### src/rtl/multicycle_control_unit.sv
// Control sequencer for the multicycle CPU: it steps each instruction through IF/ID/EXE/MEM/WB.
// All datapath control lines are combinational decodes of the current state, the opcode and the ALU flags.
module multicycle_control_unit #(
  parameter int OP_W = 6,
  parameter int ST_W = 3
) (
  input  logic            CLK,
  input  logic            Reset,
  input  logic [OP_W-1:0] op,
  input  logic            zero,
  input  logic            sign,
  output logic [ST_W-1:0] state,
  output logic            PCWre,
  output logic            IRWre,
  output logic            InsMemRW,
  output logic [1:0]      ExtSel,
  output logic            ALUSrcA,
  output logic            ALUSrcB,
  output logic [2:0]      ALUOp,
  output logic            RegWre,
  output logic [1:0]      RegDst,
  output logic            WrRegDSrc,
  output logic            DBDataSrc,
  output logic            mRD,
  output logic            mWR,
  output logic [1:0]      PCSrc
);

  typedef enum logic [2:0] {
    S_IF     = 3'b000,
    S_ID     = 3'b001,
    S_EXE_LS = 3'b010,
    S_MEM    = 3'b011,
    S_WB_LD  = 3'b100,
    S_EXE_BR = 3'b101,
    S_EXE_AL = 3'b110,
    S_WB_AL  = 3'b111
  } state_e;

  typedef enum logic [2:0] {C_ALU, C_BR, C_LS, C_JMP, C_HOLD} class_e;

  localparam logic [OP_W-1:0] OP_ADD   = OP_W'(6'b000000);
  localparam logic [OP_W-1:0] OP_SUB   = OP_W'(6'b000001);
  localparam logic [OP_W-1:0] OP_ADDIU = OP_W'(6'b000010);
  localparam logic [OP_W-1:0] OP_AND   = OP_W'(6'b010000);
  localparam logic [OP_W-1:0] OP_ANDI  = OP_W'(6'b010001);
  localparam logic [OP_W-1:0] OP_ORI   = OP_W'(6'b010010);
  localparam logic [OP_W-1:0] OP_XORI  = OP_W'(6'b010011);
  localparam logic [OP_W-1:0] OP_SLL   = OP_W'(6'b011000);
  localparam logic [OP_W-1:0] OP_SLTI  = OP_W'(6'b100110);
  localparam logic [OP_W-1:0] OP_SLT   = OP_W'(6'b100111);
  localparam logic [OP_W-1:0] OP_SW    = OP_W'(6'b110000);
  localparam logic [OP_W-1:0] OP_LW    = OP_W'(6'b110001);
  localparam logic [OP_W-1:0] OP_BEQ   = OP_W'(6'b110100);
  localparam logic [OP_W-1:0] OP_BNE   = OP_W'(6'b110101);
  localparam logic [OP_W-1:0] OP_BLTZ  = OP_W'(6'b110110);
  localparam logic [OP_W-1:0] OP_J     = OP_W'(6'b111000);
  localparam logic [OP_W-1:0] OP_JR    = OP_W'(6'b111001);
  localparam logic [OP_W-1:0] OP_JAL   = OP_W'(6'b111010);

  state_e     state_q, state_d;
  class_e     op_cls;
  logic [1:0] dec_ext;
  logic       dec_asa, dec_asb, dec_rtype, br_taken;
  logic [2:0] dec_aluop;

  always_ff @(posedge CLK or negedge Reset) begin
    if (!Reset) state_q <= S_IF;
    else        state_q <= state_d;
  end

  assign state = ST_W'(state_q);

  // Static opcode decode; halt and undefined opcodes fall into C_HOLD.
  always_comb begin
    op_cls    = C_HOLD;
    dec_ext   = 2'b10;
    dec_asa   = 1'b0;
    dec_asb   = 1'b0;
    dec_aluop = 3'b000;
    dec_rtype = 1'b0;
    case (op)
      OP_ADD:   begin op_cls = C_ALU; dec_rtype = 1'b1; end
      OP_SUB:   begin op_cls = C_ALU; dec_rtype = 1'b1; dec_aluop = 3'b001; end
      OP_ADDIU: begin op_cls = C_ALU; dec_asb = 1'b1; end
      OP_AND:   begin op_cls = C_ALU; dec_rtype = 1'b1; dec_aluop = 3'b100; end
      OP_ANDI:  begin op_cls = C_ALU; dec_ext = 2'b01; dec_asb = 1'b1; dec_aluop = 3'b100; end
      OP_ORI:   begin op_cls = C_ALU; dec_ext = 2'b01; dec_asb = 1'b1; dec_aluop = 3'b011; end
      OP_XORI:  begin op_cls = C_ALU; dec_ext = 2'b01; dec_asb = 1'b1; dec_aluop = 3'b110; end
      OP_SLL:   begin op_cls = C_ALU; dec_rtype = 1'b1; dec_ext = 2'b00; dec_asa = 1'b1;
                      dec_aluop = 3'b010; end
      OP_SLTI:  begin op_cls = C_ALU; dec_asb = 1'b1; dec_aluop = 3'b101; end
      OP_SLT:   begin op_cls = C_ALU; dec_rtype = 1'b1; dec_aluop = 3'b101; end
      OP_SW, OP_LW:             begin op_cls = C_LS; dec_asb = 1'b1; end
      OP_BEQ, OP_BNE, OP_BLTZ:  begin op_cls = C_BR; dec_aluop = 3'b001; end
      OP_J, OP_JR, OP_JAL:      op_cls = C_JMP;
      default:                  op_cls = C_HOLD;
    endcase
  end

  always_comb begin
    br_taken = 1'b0;
    case (op)
      OP_BEQ:  br_taken = zero;
      OP_BNE:  br_taken = ~zero;
      OP_BLTZ: br_taken = sign;
      default: br_taken = 1'b0;
    endcase
  end

  always_comb begin
    state_d   = state_q;
    PCWre     = 1'b0;
    IRWre     = 1'b0;
    InsMemRW  = 1'b1;
    ExtSel    = 2'b00;
    ALUSrcA   = 1'b0;
    ALUSrcB   = 1'b0;
    ALUOp     = 3'b000;
    RegWre    = 1'b0;
    RegDst    = 2'b00;
    WrRegDSrc = 1'b0;
    DBDataSrc = 1'b0;
    mRD       = 1'b0;
    mWR       = 1'b0;
    PCSrc     = 2'b00;

    // Operand-path selects stay stable from decode until the instruction retires.
    if (state_q != S_IF) begin
      ExtSel  = dec_ext;
      ALUSrcA = dec_asa;
      ALUSrcB = dec_asb;
    end
    if (state_q != S_IF && state_q != S_ID) ALUOp = dec_aluop;

    case (state_q)
      S_IF: begin
        IRWre   = 1'b1;
        state_d = S_ID;
      end
      S_ID: begin
        case (op_cls)
          C_JMP: begin
            PCWre   = 1'b1;
            PCSrc   = (op == OP_JR) ? 2'b10 : 2'b11;
            RegWre  = (op == OP_JAL);
            state_d = S_IF;
          end
          C_BR:    state_d = S_EXE_BR;
          C_LS:    state_d = S_EXE_LS;
          C_ALU:   state_d = S_EXE_AL;
          default: state_d = S_ID;
        endcase
      end
      S_EXE_AL: state_d = S_WB_AL;
      S_WB_AL: begin
        PCWre     = 1'b1;
        RegWre    = 1'b1;
        WrRegDSrc = 1'b1;
        RegDst    = dec_rtype ? 2'b10 : 2'b01;
        state_d   = S_IF;
      end
      S_EXE_BR: begin
        PCWre   = 1'b1;
        PCSrc   = br_taken ? 2'b01 : 2'b00;
        state_d = S_IF;
      end
      S_EXE_LS: state_d = S_MEM;
      S_MEM: begin
        if (op == OP_LW) begin
          mRD     = 1'b1;
          state_d = S_WB_LD;
        end else begin
          mWR     = 1'b1;
          PCWre   = 1'b1;
          state_d = S_IF;
        end
      end
      S_WB_LD: begin
        PCWre     = 1'b1;
        RegWre    = 1'b1;
        RegDst    = 2'b01;
        WrRegDSrc = 1'b1;
        DBDataSrc = 1'b1;
        state_d   = S_IF;
      end
      default: state_d = S_IF;
    endcase
  end

endmodule

### config.mk
export PLATFORM = sky130hd
export DESIGN_NAME = multicycle_control_unit
export DESIGN_NICKNAME = d
export VERILOG_FILES = /design/src/rtl/multicycle_control_unit.sv
export SDC_FILE = /design/constraint.sdc
export NUM_CORES = 1
export LEC_CHECK = 0
export ABC_AREA = 0
export BUFFER_PORTS_ARGS = -buffer_cell sky130_fd_sc_hd__buf_2
export CAP_MARGIN = 10
export CORE_AREA = 2 2 42 44
export CTS_CLUSTER_SIZE = 40
export DETAILED_ROUTE_END_ITERATION = 7
export DIE_AREA = 0 0 44 46
export MAX_ROUTING_LAYER = met4
export PLACE_DENSITY = 0.8
export SYNTH_ARGS = -nofsm -noshare
export SYNTH_HDL_FRONTEND = slang
export SYNTH_SLANG_ARGS = --single-unit
### constraint.sdc
create_clock -name CLK -period 2.6 [get_ports CLK]
set_clock_uncertainty 0.2 [all_clocks]
set_input_delay 0.26 -clock CLK [delete_from_list [all_inputs] [get_ports CLK]]
set_output_delay 0.26 -clock CLK [all_outputs]
set_load 0.005 [all_outputs]
== Yosys cells after proc, flatten, opt, wreduce, memory -nomap -nowiden ==
Index checks and enable logic that the tools add are counted.

* Output and inout bits: 22
* Bits in registers: 3
* Word-level logic and storage cells: 78

* Bitwise gates (word level): 1
* Equality and inequality tests: 28
* Reductions and logical operators: 17
* Mux-type cells: 31

{| class="wikitable"
|+ Operator list
! kind !! number
|-
| $eq A6 B6 Y1 const B || 10
|-
| $pmux W3 S6 || 2
|-
| $eq A6 B5 Y1 const B || 5
|-
| $pmux W3 S4 || 2
|-
| $mux W1 || 16
|-
| $eq A3 B2 Y1 const B || 4
|-
| $eq A3 B3 Y1 const B || 4
|-
| $pmux W2 S2 || 3
|-
| $reduce_or A3 Y1 || 4
|-
| $reduce_or A10 Y1 || 1
|-
| $reduce_or A2 Y1 || 4
|-
| $reduce_or A7 Y1 || 1
|-
| $eq A3 B1 Y1 const B || 2
|-
| $eq A6 B1 Y1 const B || 1
|-
| $eq A6 B2 Y1 const B || 1
|-
| $logic_not A3 Y1 || 2
|-
| $logic_not A6 Y1 || 1
|-
| $mux W2 || 3
|-
| $mux W3 || 2
|-
| $pmux W1 S3 || 2
|-
| $reduce_or A5 Y1 || 1
|-
| $reduce_or A4 Y1 || 1
|-
| $ne A3 B1 Y1 const B || 1
|-
| $reduce_bool A3 Y1 || 1
|-
| other kinds (3) || 3
|}

== Longest topological paths before layout ==
* Depth in word-level cells: 6
* Depth in mapped cells: 6
* Mapped depth without buffers: 4

== Least setup slack after synthesis ==
No wires, ideal clock.

* Path kind: input-to-output
* Start: input port op[2]
* End: output port ALUOp[0]
* Arrival time: 1.289 ns
* Stages: 6
* Buffers on the path: 2
* Setup slack: 0.851 ns
* Path through: buf_6 -> or3b_4 -> buf_6 -> a21oi_2 -> nor3b_1 -> nor4_2

* Cells in the longest elaborated chain, start to end: 4

{| class="wikitable"
|+ Ends and longest elaborated chain
! what !! line !! source
|-
| start, declared || 9 || <nowiki>input logic [OP_W-1:0] op,</nowiki>
|-
| $eq A6 B6 Y1 (tied with other cells) || 82 || <nowiki>case (op)</nowiki>
|-
| $reduce_or A4 Y1 (no source line) / $reduce_or A2 Y1 (equally long branches) || -- ||
|-
| $pmux W3 S6 (*) || 82 ||
|-
| $mux W3 (*) || 134 || <nowiki>if (state_q != S_IF && state_q != S_ID) ALUOp = dec_aluop;</nowiki>
|-
| end, declared || 19 || <nowiki>output logic [2:0] ALUOp,</nowiki>
|}

Mark *: on every way between the ends. The rest lies on a longest branch, timed or not.

== Final worst setup path ==
* Start: register state_q[0] (netlist: state[0])
* End: output port RegWre

* Cells in the longest elaborated chain, start to end: 3

{| class="wikitable"
|+ Ends and longest elaborated chain
! what !! line !! source
|-
| start, declared || 61 || <nowiki>state_e state_q, state_d;</nowiki>
|-
| start signal, assigned || 69 || <nowiki>else state_q <= state_d;</nowiki>
|-
| $eq A3 B3 Y1 || 136 || <nowiki>case (state_q)</nowiki>
|-
| $reduce_or A2 Y1 (no source line) || -- ||
|-
| $pmux W1 S2 (*) || 136 ||
|-
| end, declared || 20 || <nowiki>output logic RegWre,</nowiki>
|}

Marked as above.

==> reports/results.env <==
FINAL_LAYOUT_SIZE_SUFFIX_GT1_SHARE_PCT=28.9
SETUP-TNS-FINAL_NS=0
WORST_SKEW_PAIR_LATENCY_NS=0.23
PLACEMENT.IO_BUFFERS=30
CP_NUM_BUF_INV=2
SYNTH.YOSYS.SEQ_AREA_SHARE_PCT=10.0
SYNTH_ADDER_AREA_SHARE_PCT=0
CP_SLOWEST_STAGE_DELAY_NS=0.53
ANT_NETS=0
CAP_VIOLATIONS=0
NUMBER_OF_FLOPS_MAPPED_TO_ENABLE_CELLS_BY_YOSYS=0
CTS_BUFFERS=3
FLOORPLAN.CORE_AREA_SQ_MM=0.00161
SYNTH_TOP_CELLS_BY_COUNT='nor2_1 (12), nor3_1 (10), a21oi_1 (7)'
MAPPEDNETLISTAREA_SQ_UM=749
SW_FRAC_OF_TOTAL_PCT=47.7
STATIC-LEAKAGE-POWER_nW=0.383
CLOCK-SINKS=3
SEQ_POWER_SHARE_PCT=24.6
GRT_PASS1_WL_UM=2970
POSTCTSSETUPBUFFERS=0
SYN_INST=106
EFFECTIVE_UTILIZATION_AT_FLOORPLAN_PCT=46.4
SYNTH_FP_NETS=116
AREA_OCCUPIED_BY_MULTI_INPUT_GATES_SQ_UM=519
FINAL_LAYOUT_FILL_CELL_COUNT=176
CRIT_PATH_CELL_TRACE='inv_1 -> nor2_1 -> a31oi_1 -> o21ai_0 -> buf_2'
INITIAL_ANTENNA_VIOLATION_COUNT=0
DESIGN_POWER_TOTAL_mW=0.445
GP_ROUTABILITY_CONGESTION=0.931
PRE_CTS_WS_NS=0.671
DETAILEDROUTE.FIRSTITERATIONVIOLATIONS=20
YOSYSWARNINGCOUNT=0
YOSYS_MOST_USED_DFF='dfrtp_1'
DIE_AREA_SQ_MM=0.00202
PLACED_CELLS_INCL_TAPS=140
DIE_H_UM=46
SWITCHING_POWER_mW=0.212
SYNTHESIS.AREA_PER_INSTANCE_SQ_UM=7.07
POSTLAYOUTCOREUTIL_PCT=50.6
IOS=32
POST-ROUTE-CELL-AREA_SQ_UM=817
FINALSETUPVIOLATIONS=0
FINAL-MAX-SLEW-VIOLATION-COUNT=0
CLKPWRFRAC_PCT=18.0
SYNTH_TOP_AREA_SHARE_PCT=11.0
NUM_VIAS=860
SETUP_REPAIR_AFTER_GLOBAL_ROUTING_MISSED_ITS_MARGIN='no'
LARGEST_REGISTER_FF_COUNT=3
WORSTPATHREQUIRED_NS=2.14
PATH_CLK_SLEW_NS=0.04
CRITPATHCAPTURETYPE='output port'
AREA_DELTA_SYNTH_FINAL_PCT=9.02
SYNTH_TOP_FAMILY_BY_AREA='simple AND/OR/NAND/NOR gates'
GRT_MAX_DEGREE=20
REMAINING_DRC_ERRORS=0
SYNTH-COMPOUND-AREA-SHARE_PCT=25.0
POSTROUTEWIRELENGTH_UM=1820
POST_SYNTH_AND_OR_NAND_NOR_AREA_FRACTION_PCT=41.4
PERIOD_NEEDED_NS=1.98
STATUS='completed'
TIMING.CRITICAL_PATH.FANOUT_MAX=12
WORST_HOLD_PATH_TYPE='in -> async'
VIAS_PER_CELL=5.93
SLEW-LIMIT-HEADROOM_PCT=65.5
AVGROUTEDWIREPERCELL_UM=12.5
GRT_USE_TOTAL_PCT=19.4
CP-START-KIND='flip-flop'
YOSYSUNIQUECELLTYPES=41
FINAL-SEQ-AREA_SQ_UM=75.1
YOSYS.AREA_SHARE.XOR_XNOR_PCT=2.34
CTS-ROOT-TO-SINK-BUFFERS=2
SYNTHARSTFLOPSHARE_PCT=100
HOLD_SLACK_NS=0.149
POWERDENSITY_mW_PER_MM2=544
DPL_CELL_AREA_SQ_UM=781
MAXIMUM_CLOCK_FREQUENCY_MHz=505
CRITICAL_PATH.TOP_DELAY_FAMILY='flip-flops'
NETLIST.TOP_CELL.BY_AREA='clkbuf_8'
SYNTH.AREA.MUX_SHARE_PCT=0
SYNTH.TOP_CELLS.BY_AREA='clkbuf_8 (11%), dfrtp_1 (10%), nor3_1 (6.7%)'
POST-SYNTH-TOP-COUNT-CELL='nor2_1'
GRT_PASS1_VIAS=675
IRDROPWORSTVDD_V=0.000243
GLOBALROUTE.TOTALOVERFLOW=0
PLACEMENT_ROWS=15
TIGHTESTPINTRANSITION_NS=0.513
TIMING.FINAL.HOLD_VIOLATIONS=0
FINAL_NETS=139
DETAILEDROUTE.FIRSTPASSITERATIONCOUNT=4
ANTENNA-DIODE-COUNT=0
P_INT_mW=0.232
DIE_X_UM=44
COMBINATIONAL_SHARE_OF_POWER_PCT=57.4
LAYOUT_WORST_PATH_CYCLE_SHARE_PCT=76.1
LAYOUT_SETUP_WS_NS=0.622
CTSHTREEMAXLEVEL=1
HPWLAFTERDP_UM=1330
FINISH.CELL_COUNT_WITHOUT_FILLERS=145
CTSROOTBUFFERMASTER='clkbuf_4'
CTS_TREE='built'
TIMING_WORST_SETUP_PATH_TYPE='reg -> out'
TIMING.CRITICAL_PATH.ARRIVAL_NS=1.52
TIMING.CRITICAL_PATH.SLOWEST_STAGE_CELL='dfrtp_1'
POST_SYNTHESIS_REGISTER_BIT_COUNT=3
routing by layer:
layer  track usage (%)  vias to the layer above  share of wire [%]
met5                 -                        -                  0
met3              1.19                        0                7.4
met2              32.6                       36                 47
met4              5.45                        0                  0
li1                  -                      428                  -
met1              25.0                      396                 46
cells in the final DEF, fill, tap and decap left out, types with 2 or more instances in the layout:
master	count
nand2b_1	3
buf_2	30
nor4_1	4
clkbuf_4	3
nor2_1	12
nor2b_1	3
inv_1	4
nand4b_1	2
nor3_1	10
xnor2_1	2
a211oi_1	2
dfrtp_1	3
nand2_1	6
o22ai_1	3
a31oi_1	4
o21ai_0	4
and3_1	4
a21oi_1	7
power by group through the flow:
| stage | logic [mW] | registers, mW | clock network (mW) |
|---|---|---|---|
| floorplan | 0.223 | 0.0762 | 0 |
| global placement | 0.251 | 0.107 | 0 |
| detailed placement | 0.253 | 0.108 | 0 |
| CTS | 0.255 | 0.108 | 0.0820 |
| global route | 0.286 | 0.115 | 0.0819 |
| finish | 0.255 | 0.110 | 0.0799 |
kinds of logic after synthesis:
group                  Yosys count
AND/OR/NAND/NOR                 54
other                            1
AO/OA/AOI/OAI                   29
XOR/XNOR                         2
flip-flops                       3
buffers and inverters           17
final timing paths:
| check | from | endpoint | slack (ns) | cells after the start |
|---|---|---|---|---|
| min in group CLK | op[0] | state[2] | 0.33 | 3 |
| min | Reset | state[0] | 0.15 | 2 |
| max in group asynchronous | Reset | state[1] | 1.94 | 2 |
| min reg2reg | state[1] | state[1] | 0.56 | 2 |
| max reg2reg | state[2] | state[2] | 1.07 | 3 |
| max | state[0] | RegWre | 0.62 | 5 |
repair_timing:
item	CTS	global route
hold buffers	1	0
resized for setup	0	0
hold endpoints to repair	3	0
cell type report:
| class | count | area share, % |
|---|---|---|
| clock buffer | 4 | 3.22 |
| inverter | 4 | 1.84 |
| multi-input combinational | 86 | 63.6 |
| sequential | 3 | 9.19 |
| tap | 17 | 2.60 |
| timing repair buffer | 31 | 19.6 |
Power figures use the tool's default switching activity.
